**src/rtl/ahb_slave_ctrl.sv**
```systemverilog
// AHB-Lite slave control: accepts address phases, inserts data-phase wait
// states, issues the two-cycle ERROR response and strobes the register file.
module ahb_slave_ctrl #(
   parameter int WAIT_STATES = 0
) (
   input  logic        hclk,
   input  logic        hreset,
   input  logic        hsel,
   input  logic        hready,
   input  logic [1:0]  htrans,
   input  logic        hwrite,
   input  logic [2:0]  haddr,
   input  logic [31:0] hwdata,
   input  logic        dec_err,
   input  logic [1:0]  dec_wsel,
   input  logic [1:0]  dec_rsel,
   input  logic [31:0] reg_rdata,
   output logic        hreadyout,
   output logic        hresp,
   output logic [31:0] hrdata,
   output logic        reg_wen,
   output logic [1:0]  reg_wsel,
   output logic [31:0] reg_wdata,
   output logic [1:0]  reg_rsel,
   output logic [7:0]  err_count
);

   typedef enum logic [2:0] {
      ST_IDLE = 3'd0,
      ST_WAIT = 3'd1,
      ST_DONE = 3'd2,
      ST_ERR1 = 3'd3,
      ST_ERR2 = 3'd4
   } state_t;

   localparam bit         HAS_WAIT  = (WAIT_STATES > 0) ? 1'b1 : 1'b0;
   localparam logic [2:0] WAIT_LOAD = (WAIT_STATES > 0) ? 3'(WAIT_STATES - 1) : 3'd0;

   state_t      state_r;
   logic [2:0]  wait_cnt_r;
   logic        write_r;
   logic        rd_done_r;
   logic        accept_s;
   logic        unused_s;

   // Address phase qualifier: only NONSEQ/SEQ with the bus ready count.
   assign accept_s = hsel & hready & htrans[1];

   // Address decoding happens upstream; these inputs are intentionally not consumed.
   assign unused_s = ^{haddr, htrans[0]};

   // Transfer FSM with registered bus and register-file handshake outputs.
   always_ff @(posedge hclk or posedge hreset) begin
      if (hreset) begin
         state_r    <= ST_IDLE;
         wait_cnt_r <= 3'd0;
         write_r    <= 1'b0;
         rd_done_r  <= 1'b0;
         hreadyout  <= 1'b1;
         hresp      <= 1'b0;
         reg_wen    <= 1'b0;
         reg_wsel   <= 2'd0;
         reg_rsel   <= 2'd0;
         err_count  <= 8'd0;
      end else begin
         case (state_r)
            ST_IDLE, ST_DONE, ST_ERR2: begin
               if (accept_s) begin
                  write_r  <= hwrite;
                  reg_wsel <= dec_wsel;
                  reg_rsel <= dec_rsel;
                  if (dec_err) begin
                     state_r   <= ST_ERR1;
                     hreadyout <= 1'b0;
                     hresp     <= 1'b1;
                     reg_wen   <= 1'b0;
                     rd_done_r <= 1'b0;
                     if (err_count != 8'hFF) begin
                        err_count <= err_count + 8'd1;
                     end else begin
                        err_count <= err_count;
                     end
                  end else if (HAS_WAIT) begin
                     state_r    <= ST_WAIT;
                     wait_cnt_r <= WAIT_LOAD;
                     hreadyout  <= 1'b0;
                     hresp      <= 1'b0;
                     reg_wen    <= 1'b0;
                     rd_done_r  <= 1'b0;
                  end else begin
                     state_r   <= ST_DONE;
                     hreadyout <= 1'b1;
                     hresp     <= 1'b0;
                     reg_wen   <= hwrite;
                     rd_done_r <= ~hwrite;
                  end
               end else begin
                  state_r   <= ST_IDLE;
                  hreadyout <= 1'b1;
                  hresp     <= 1'b0;
                  reg_wen   <= 1'b0;
                  rd_done_r <= 1'b0;
               end
            end
            ST_WAIT: begin
               hresp <= 1'b0;
               if (wait_cnt_r == 3'd0) begin
                  state_r   <= ST_DONE;
                  hreadyout <= 1'b1;
                  reg_wen   <= write_r;
                  rd_done_r <= ~write_r;
               end else begin
                  wait_cnt_r <= wait_cnt_r - 3'd1;
                  hreadyout  <= 1'b0;
                  reg_wen    <= 1'b0;
                  rd_done_r  <= 1'b0;
               end
            end
            ST_ERR1: begin
               state_r   <= ST_ERR2;
               hreadyout <= 1'b1;
               hresp     <= 1'b1;
               reg_wen   <= 1'b0;
               rd_done_r <= 1'b0;
            end
            default: begin
               state_r   <= ST_IDLE;
               hreadyout <= 1'b1;
               hresp     <= 1'b0;
               reg_wen   <= 1'b0;
               rd_done_r <= 1'b0;
            end
         endcase
      end
   end

   // Data-phase buses follow the live hwdata/reg_rdata, gated by the registered strobes.
   always_comb begin
      if (rd_done_r) begin
         hrdata = reg_rdata;
      end else begin
         hrdata = 32'd0;
      end
      if (reg_wen) begin
         reg_wdata = hwdata;
      end else begin
         reg_wdata = 32'd0;
      end
   end

endmodule

```
**config.mk**
```make
export PLATFORM = sky130hd
export DESIGN_NAME = ahb_slave_ctrl
export DESIGN_NICKNAME = d
export VERILOG_FILES = /design/src/rtl/ahb_slave_ctrl.sv
export SDC_FILE = /design/constraint.sdc
export NUM_CORES = 1
export LEC_CHECK = 0
export BUFFER_PORTS_ARGS = -buffer_cell sky130_fd_sc_hd__clkbuf_2
export CAP_MARGIN = 20
export CORE_ASPECT_RATIO = 1.4
export CORE_UTILIZATION = 37
export DETAILED_ROUTE_END_ITERATION = 10
export PLACE_DENSITY = 0.86
export SYNTH_ARGS = -nofsm -noshare
export SYNTH_HDL_FRONTEND = slang
export SYNTH_SLANG_ARGS = --single-unit
```
**constraint.sdc**
```tcl
create_clock -name hclk -period 3.7 [get_ports hclk]
set_clock_uncertainty 0.1 [all_clocks]
set_input_delay 0.74 -clock hclk [delete_from_list [all_inputs] [get_ports hclk]]
set_output_delay 0.74 -clock hclk [all_outputs]
set_load 0.01 [all_outputs]
```
==> reports/metrics.cfg, run 1 <==
[yosys]
synth_area_per_cell_um2 = 9.43
seq_area_frac_synth = 0.408
netlist_area_um2 = 1420
synthDistinctLibCells = 27
ys_ff_latch = 23
synthCells = 150
synth_fp_nets = 232
ys.warnings.count = 0

[floorplan]
die_y_um = 75.2
die_w_um = 54.3
fp.coreArea_um2 = 3640
start_util = 0.388
io_pins = 158
num_rows = 26
die_area_um2 = 4080

[critical_path]
path_buf_inv = 1
crit_type = reg2out
critPathMaxStageDelay_ns = 0.76
crit_required_ns = 2.86
crit_family = flip-flops
crit_slowest_cell = dfrtp_1
crit_path_max_fanout = 33
end_kind = output port
worstPathCellList = and2_1 > clkbuf_2
start_kind = flop
worstPathArrival_ns = 1.40

[route]
drt-initial-drc-count = 7
ant_nets = 0
wl_um = 4620
dr.pass1.iters = 4
drc = 0
dr_total_vias = 1563
via_per_inst = 4.56
wl_per_cell_um = 13.5

[final_layout]
antenna_cells = 0
layout_common_cells = clkbuf_2 (153), and2_1 (64), dfrtp_1 (22)
drive_above_1_share = 0.551
final_cells = 343
nets = 384
syn2layout_area_growth_pct = 59.4
layout_commonest_cell = clkbuf_2

[flow_run]
maxCapViolations = 0

[timing]
tns_ns = 0
timing.final.crit_period_ns = 2.24
drv_slew = 0
relSlewSlack = 0.447
hold_viol = 0
setup_viol = 0
fin_crit_sh = 0.606
rsz0062_at_grt = no
tightestPinTransition_ns = 0.829
fmax_ghz = 0.446

[clock_tree]
htreeDepth = 1
cts.clk_slew.worst_paths_ns = 0.08
cts_resized = 0
hold_buffers = 0
cts.sinks = 23
clk_path_buf_depth = 2
numCtsBuffers = 3
insertion_delay_ns = 0.25
cts_tree = yes
cts-root-buf = clkbuf_8
cts_setup_buffers = 0

[placement]
dp.cells = 339
gp_congestion = 0.853
port-buffer-count = 153
post-dp-hpwl_um = 3950

[min_path]
hold_path_class = reg2reg

[grt]
grt_max_degree = 34
gr-usage-all-layers = 0.221
grt-ovfl-total = 0
grt_pass1_wl_um = 6490
antenna_found_initial = 0
grt_pass1_vias = 1362

[run_status]
status = finished clean

[power]
switching_share = 0.367
clkPwrFrac = 0.160
power_leakage_nw = 1.38
p_seq_frac = 0.415
vdd_ir_drop_max_uv = 349
pwr-share-comb = 0.425
p_total_mw = 0.932
p_int_mw = 0.589
power.density_nw_per_um2 = 413
power.switching_mw = 0.342

## cells in the mapped netlist (all sizes together)
library cell / number / area, um2
nor4b: 1 / 15.0
and2: 64 / 400
o21a: 1 / 7.51
o21ai: 3 / 15.0
inv: 7 / 26.3
nor3b: 2 / 15.0
nor4: 3 / 18.8
xnor2: 1 / 8.76
and4b: 1 / 10.0
nor2: 2 / 10.0
nand2: 7 / 26.3
dfstp: 1 / 26.3
nand3b: 1 / 7.51
and3b: 1 / 8.76
a21o: 1 / 7.51
ha: 3 / 37.5
dfrtp: 22 / 551
xor2: 7 / 61.3
nor3: 2 / 10.0
nand3: 4 / 32.5
o32ai: 2 / 17.5
mux2: 6 / 67.6
nand4: 1 / 6.26
nand2b: 1 / 6.26
clkbuf: 6 / 22.5
## worst paths after layout
kind	from	to	depth (start not counted)	slack, ns
min reg2reg	wait_cnt_r[1]$_DFFE_PP0P_	wait_cnt_r[1]$_DFFE_PP0P_	2	0.39
max reg2reg	state_r[0]$_DFFE_PP0N_	err_count[5]$_DFFE_PP0P_	4	2.06
min	wait_cnt_r[1]$_DFFE_PP0P_	wait_cnt_r[1]$_DFFE_PP0P_	2	0.39
max in group asynchronous	hreset	err_count[5]$_DFFE_PP0P_	2	2.47
max	reg_wen$_DFF_PP0_	reg_wdata[15]	2	1.46
min in group asynchronous	hreset	err_count[0]$_DFFE_PP0P_	2	0.52
## cells by family after synthesis
group	Yosys count	synth area share
AND/OR/NAND/NOR	90	0.401
adder cells (fa/ha/maj)	3	0.0265
flip-flops	23	0.408
AO/OA/AOI/OAI	7	0.0336
XOR/XNOR	8	0.0495
multiplexers	6	0.0477
buffers and inverters	13	0.0345
## through the flow
stage,setup slack [ns],utilization,hold WS [ns],instance area [um2]
floorplan,1.85,-,0.346,1420
global placement,1.71,0.607,0.362,2210
detailed placement,1.65,0.607,0.373,2210
CTS,1.42,0.619,0.387,2260
global route,1.31,0.619,0.410,2260
finish,1.46,0.619,0.386,2260
## registers in the layout (all words and copies together) (netlist names)
name,count
err_count,8
state_r,3
wait_cnt_r,3
reg_rsel,2
reg_wsel,2
hreadyout,1
hresp,1
rd_done_r,1
reg_wen,1
write_r,1
## layer usage
metal,wire [um],part of all wire,track usage
met1,1640,0.35,0.245
met4,20,0.0043,0.0342
met3,842,0.18,0.160
met2,2120,0.46,0.347
met5,0,0,0
## layout make-up
class                           count  area [um2]
Timing Repair Buffer              153         766
Multi-Input combinational cell    114         790
Clock buffer                        4        45.0
Fill cell                         335        1390
Sequential cell                    23         577
Tap cell                           42        52.6
Inverter                            7        26.3
## power by group through the flow
stage / combinational (mW) / clock (mW) / sequential, mW
2_1_floorplan: 0.209 / 0 / 0.383
3_3_place_gp: 0.392 / 0 / 0.389
3_5_place_dp: 0.398 / 0 / 0.393
4_1_cts: 0.400 / 0.153 / 0.388
5_1_grt: 0.437 / 0.160 / 0.400
6_report: 0.396 / 0.149 / 0.386
## tightest hold or removal path, delay by kind of cell, from the launching register on
kind / cells / cell delay, ns
compound gates: 1 / 0.06
flops: 1 / 0.35
simple gates: 1 / 0.04
Power figures use the tool's default switching activity.
==> run 2, diff against run 1 <==
Settings changed: ABC_AREA set to 1, PLACE_DENSITY 0.86 to 0.81.
Clock period 3.7 ns to 2.2 ns, I/O delays scaled along.
==> reports/metrics.cfg, run 2 <==
[yosys]
synth.area.top_cells = dfrtp_1 (33%), nand2_1 (28%), inv_1 (18%)
synth-simple-area-share = 0.366
synth_ff_type = dfrtp_1
synthMuxAreaShare = 0
synthCells = 275
synth_area_per_cell_um2 = 5.99
yosysMostFrequentCell = nand2_1
synth-compound-area-share = 0.0319
ys.warnings.count = 0
seq_area_frac_synth = 0.350
synth_edf_count = 0
synthXorXnorAreaFrac = 0.0266
yosysTopAreaCell = dfrtp_1
synth_top_family_by_area = simple AND/OR/NAND/NOR gates
synth_common_cells = nand2_1 (124), inv_1 (81), dfrtp_1 (22), nor2_1 (8)
synthDistinctLibCells = 20
synthAdderAreaFrac = 0.0228
yosysTopAreaCellShare = 0.334
synth_fp_nets = 357
netlist_area_um2 = 1650
async_flop_share = 1.00
ys_ff_latch = 23

[final_layout]
syn2layout_area_growth_pct = 53.8
drive_above_1_share = 0.401
layout_common_cells = clkbuf_2 (153), nand2_1 (124), inv_1 (81)
layout_commonest_cell = clkbuf_2
regMostFlops = err_count
reg_top3 = err_count (8), state_r (3), wait_cnt_r (3)
nets = 512
final_cells = 489
antenna_cells = 0
largest_reg_flops = 8

[route]
ant_nets = 0
dr_total_vias = 2060
via_per_inst = 4.21
drt-initial-drc-count = 67
dr.pass1.iters = 4
wl_per_cell_um = 10.0
drc = 0
wl_um = 4900

[timing]
setup_viol = 0
timing.final.crit_period_ns = 1.74
rsz0062_at_grt = no
tightestPinTransition_ns = 0.295
relSlewSlack = 0.803
drv_slew = 0
fmax_ghz = 0.575
tns_ns = 0
fin_crit_sh = 0.790
hold_viol = 0

[critical_path]
crit_type = reg2out
crit_path_max_fanout = 33
r2r_slack_ns = 0.70
worstPathCellList = buf_4 > nand2_1 > inv_1 > clkbuf_2
critPathMaxStageDelay_ns = 0.32
start_kind = flop
path_buf_inv = 3
end_kind = output port
crit_family = buffers and inverters
crit_required_ns = 1.66
worstPathArrival_ns = 1.20
crit_slowest_cell = dfrtp_1

[clock_tree]
cts-root-buf = clkbuf_8
cts.clk_slew.worst_paths_ns = 0.08
insertion_delay_ns = 0.26
hold_buffers = 0
clk_path_buf_depth = 2
cts_resized = 0
cts.sinks = 23
cts_tree = yes
htreeDepth = 1
numCtsBuffers = 3
cts_setup_buffers = 0

[grt]
grt_max_degree = 34
antenna_found_initial = 0
gr-usage-all-layers = 0.198
grt_pass1_wl_um = 7230
grt_pass1_vias = 1706
grt-ovfl-total = 0

[floorplan]
fp.coreArea_um2 = 4240
die_w_um = 58.4
num_rows = 28
start_util = 0.389
io_pins = 158
die_area_um2 = 4730
die_y_um = 81.0

[run_status]
status = finished clean

[placement]
dp.cells = 485
post-dp-hpwl_um = 4150
port-buffer-count = 153
gp_congestion = 0.801

[flow_run]
maxCapViolations = 0

[power]
vdd_ir_drop_max_uv = 373
power_leakage_nw = 1.98
power.density_nw_per_um2 = 425

[min_path]
hold_path_class = in2async

[run 2: changes by cell type in the layout (fill, tap and decap cells not counted), sizes merged, moves of 3 or more]
| cell | previous run | this run |
|---|---|---|
| nand2 | 7 | 125 |
| inv | 7 | 83 |
| and2 | 64 | 0 |
| nor2 | 2 | 11 |
| mux2 | 6 | 0 |
| o21ai | 3 | 8 |
| nand3 | 4 | 8 |
| xor2 | 7 | 3 |
| buf | 0 | 3 |
| nor4 | 3 | 0 |
[run 2: stage by stage]
step / utilization / worst slack, ns / hold slack [ns] / cell area (um2) / total power, mW
2_1_floorplan: - / 0.788 / 0.341 / 1650 / 0.664
3_3_place_gp: 0.587 / 0.760 / 0.355 / 2490 / 0.816
3_5_place_dp: 0.587 / 0.715 / 0.362 / 2490 / 0.828
4_1_cts: 0.598 / 0.463 / 0.103 / 2530 / 1.08
5_1_grt: 0.598 / 0.385 / 0.123 / 2530 / 1.14
6_report: 0.598 / 0.461 / 0.0892 / 2530 / 1.08
[run 2: path summary, 6_finish.rpt]
| kind | startpoint | to | cells past startpoint |
|---|---|---|---|
| min in group hclk | dec_rsel[1] | reg_rsel[1]$_DFFE_PP0P_ | 3 |
| worst max register to register | err_count[0]$_DFFE_PP0P_ | err_count[2]$_DFFE_PP0P_ | 7 |
| worst max-delay path | reg_wen$_DFF_PP0_ | reg_wdata[8] | 4 |
| worst min register to register | reg_rsel[1]$_DFFE_PP0P_ | reg_rsel[1]$_DFFE_PP0P_ | 2 |
| max in group asynchronous | hreset | hreadyout$_DFF_PP1_ | 3 |
| worst min-delay path | hreset | err_count[6]$_DFFE_PP0P_ | 3 |
[run 2: layout make-up]
type,instances,area (um2)
fill,437,1710
timing repair buffer,156,788
multi-input combinational,163,737
sequential,23,577
inverter,83,312
tap,60,75.1
clock buffer,4,45.0
[run 2: logic make-up after synthesis]
group                      Yosys count
buffers and inverters               89
adders and majority gates            3
and+or+nand+nor                    146
DFF                                 23
AOI/OAI and AO/OA                    9
xor gates and xnor gates             5
[run 2: routing by layer]
| layer | vias to the layer above | wire length [um] | share of wire | global-route usage |
|---|---|---|---|---|
| met4 | 0 | 53 | 0.011 | 0.0571 |
| met1 | 895 | 1830 | 0.37 | 0.201 |
| li1 | 1071 | - | - | - |
| met5 | - | 0 | 0 | 0 |
| met3 | 6 | 517 | 0.11 | 0.0589 |
| met2 | 88 | 2500 | 0.51 | 0.382 |
[run 2: where the power goes]
| group | switching [mW] | leakage, nW | internal (mW) |
|---|---|---|---|
| clock | 0.129 | 0.0228 | 0.129 |
| sequential | 0.0539 | 0.304 | 0.466 |
| combinational | 0.162 | 1.66 | 0.136 |
[run 2: worst min-delay path, stage by stage]
cell,delay [ns]
clkbuf_2,0.08
inv_1,0.04
buf_4,0.28
==> run 3, diff against run 2 <==
Settings changed: ABC_AREA 1 to 0, CORE_UTILIZATION 37 to 34, PLACE_DENSITY 0.81 to 0.8.
Clock period 2.2 ns to 1.6 ns, I/O delays scaled along.
==> reports/metrics.cfg, run 3 (synthesis gave the netlist of run 1 again) <==
[run_status]
status = finished clean

[floorplan]
die_w_um = 56.5
io_pins = 158
num_rows = 27
die_y_um = 78.3
die_area_um2 = 4430
start_util = 0.358
fp.coreArea_um2 = 3950

[critical_path]
r2r_slack_ns = 0.04
crit_required_ns = 1.18
worstReg2RegStart = err_count[1]$_DFFE_PP0P_
end_kind = output port
r2r_end = err_count[5]$_DFFE_PP0P_
crit_path_max_fanout = 17
reg2regPathDepth = 6
worstPathArrival_ns = 1.18
start_kind = flop
crit_type = reg2out

[final_layout]
layout_common_cells = clkbuf_2 (153), and2_1 (62), dfrtp_1 (20)
syn2layout_area_growth_pct = 76.3
nets = 401
nFillCells = 341
final_cells = 361
largest_reg_flops = 8
regMostFlops = err_count
reg_top3 = err_count (8), state_r (3), wait_cnt_r (3)
drive_above_1_share = 0.613
antenna_cells = 0
layout_commonest_cell = clkbuf_2

[placement]
post-dp-hpwl_um = 3860
port-buffer-count = 153
place_ws_ns = -0.0391
dp.cells = 346
gp_congestion = 0.791

[power]
power.switching_mw = 0.854
p_int_mw = 1.48
clkPwrFrac = 0.152
vdd_ir_drop_max_uv = 891
p_seq_frac = 0.370
power.density_nw_per_um2 = 936
pwr-share-comb = 0.477
power_leakage_nw = 1.47
switching_share = 0.366

[grt]
grt_max_degree = 34
grt_pass1_vias = 1539
gr-usage-all-layers = 0.207
grt_pass1_wl_um = 7120
antenna_found_initial = 0
grt-ovfl-total = 0

[route]
drt-initial-drc-count = 42
dr.pass1.iters = 4
wl_per_cell_um = 13.5
via_per_inst = 4.53
ant_nets = 0
wl_um = 4870
drc = 0
dr_total_vias = 1634

[timing]
relSlewSlack = 0.774
fmax_ghz = 0.625
rsz0062_at_grt = yes
drv_slew = 0
setup_ws_ns = 0.000453
setup_viol = 0
tightestPinTransition_ns = 0.336
hold_viol = 0
tns_ns = 0
fin_crit_sh = 1.00
timing.final.crit_period_ns = 1.60

[clock_tree]
insertion_delay_ns = 0.26
numCtsBuffers = 3
cts-root-buf = clkbuf_8
cts.clk_slew.worst_paths_ns = 0.08
cts.sinks = 23
htreeDepth = 1
clk_path_buf_depth = 2
cts_tree = yes

[min_path]
hold_end = rd_done_r$_DFF_PP0_
hold_path_class = in2reg
whs_path_depth = 2
worstHoldStart = hwrite

[flow_run]
maxCapViolations = 0

## run 3: cell types whose count changed in the layout (fill, tap and decap cells not counted), sizes merged, moves of 2 or more
cell	previous run	this run
o21ai	8	3
mux2	0	6
nand3	8	4
and2	0	64
nand2	125	7
inv	83	7
o32ai	0	2
nor4	0	3
nor3	0	2
nor2	11	2
buf	3	16
xor2	3	7
nor3b	0	2
## run 3: power groups by stage
stage | Sequential [mW] | Clock (mW) | Combinational, mW
3_3_place_gp | 0.887 | 0 | 0.958
5_1_grt | 0.885 | 0.389 | 1.21
4_1_cts | 0.893 | 0.367 | 0.988
2_1_floorplan | 0.887 | 0 | 0.484
6_report | 0.864 | 0.356 | 1.11
3_5_place_dp | 0.896 | 0 | 0.975
## run 3: worst max-delay path, stage by stage, from the launching register on
cell and delay [ns]:
dfrtp_4 0.48, buf_6 0.15, and2_1 0.14, clkbuf_2 0.14
## run 3: cell type report
cell class / count / area (um2) / area share
repair buffers: 170 / 911 / 0.365
multi-input cells: 114 / 875 / 0.351
flip-flops and latches: 23 / 584 / 0.234
well taps: 43 / 53.8 / 0.0216
clock buffers: 4 / 45.0 / 0.0181
inverters: 7 / 26.3 / 0.0105
## run 3: worst max path at each step
stage | startpoint | slack [ns] | depth (start not counted) | endpoint
after CTS | rd_done_r$_DFF_PP0_ | -0.01 | 2 | hrdata[19]
after floorplan | err_count[0]$_DFFE_PP0P_ | 0.07 | 5 | err_count[1]$_DFFE_PP0P_
after global placement | state_r[0]$_DFFE_PP0N_ | 0.03 | 4 | err_count[1]$_DFFE_PP0P_
after detailed placement | state_r[0]$_DFFE_PP0N_ | -0.04 | 4 | err_count[1]$_DFFE_PP0P_
after global routing | reg_wen$_DFF_PP0_ | -0.05 | 3 | reg_wdata[23]
final | reg_wen$_DFF_PP0_ | 0.0005 | 3 | reg_wdata[17]
## run 3: per-stage QoR
stage	hold slack [ns]	utilization	area, um2	total power [mW]
floorplan	0.221	-	1420	1.37
global placement	0.255	0.571	2260	1.85
detailed placement	0.267	0.571	2260	1.87
CTS	0.171	0.592	2340	2.25
global route	0.180	0.631	2490	2.49
finish	0.175	0.631	2490	2.33
## run 3: timing repair
action / CTS / global route
setup endpoints to repair: 69 / 73
gates resized for setup: 9 / 16
setup buffers: 0 / 10
hold endpoints to repair: 22 / 0
pin swaps: 0 / 9
hold buffers: 1 / 0
## run 3: layer usage
metal  vias to the layer above  part of all wire  global-route usage
met3                         5              0.14               0.105
met4                         0            0.0098              0.0585
met2                        89              0.48               0.345
met1                       726              0.38               0.230
li1                        814                 -                   -
met5                         -                 0                   0
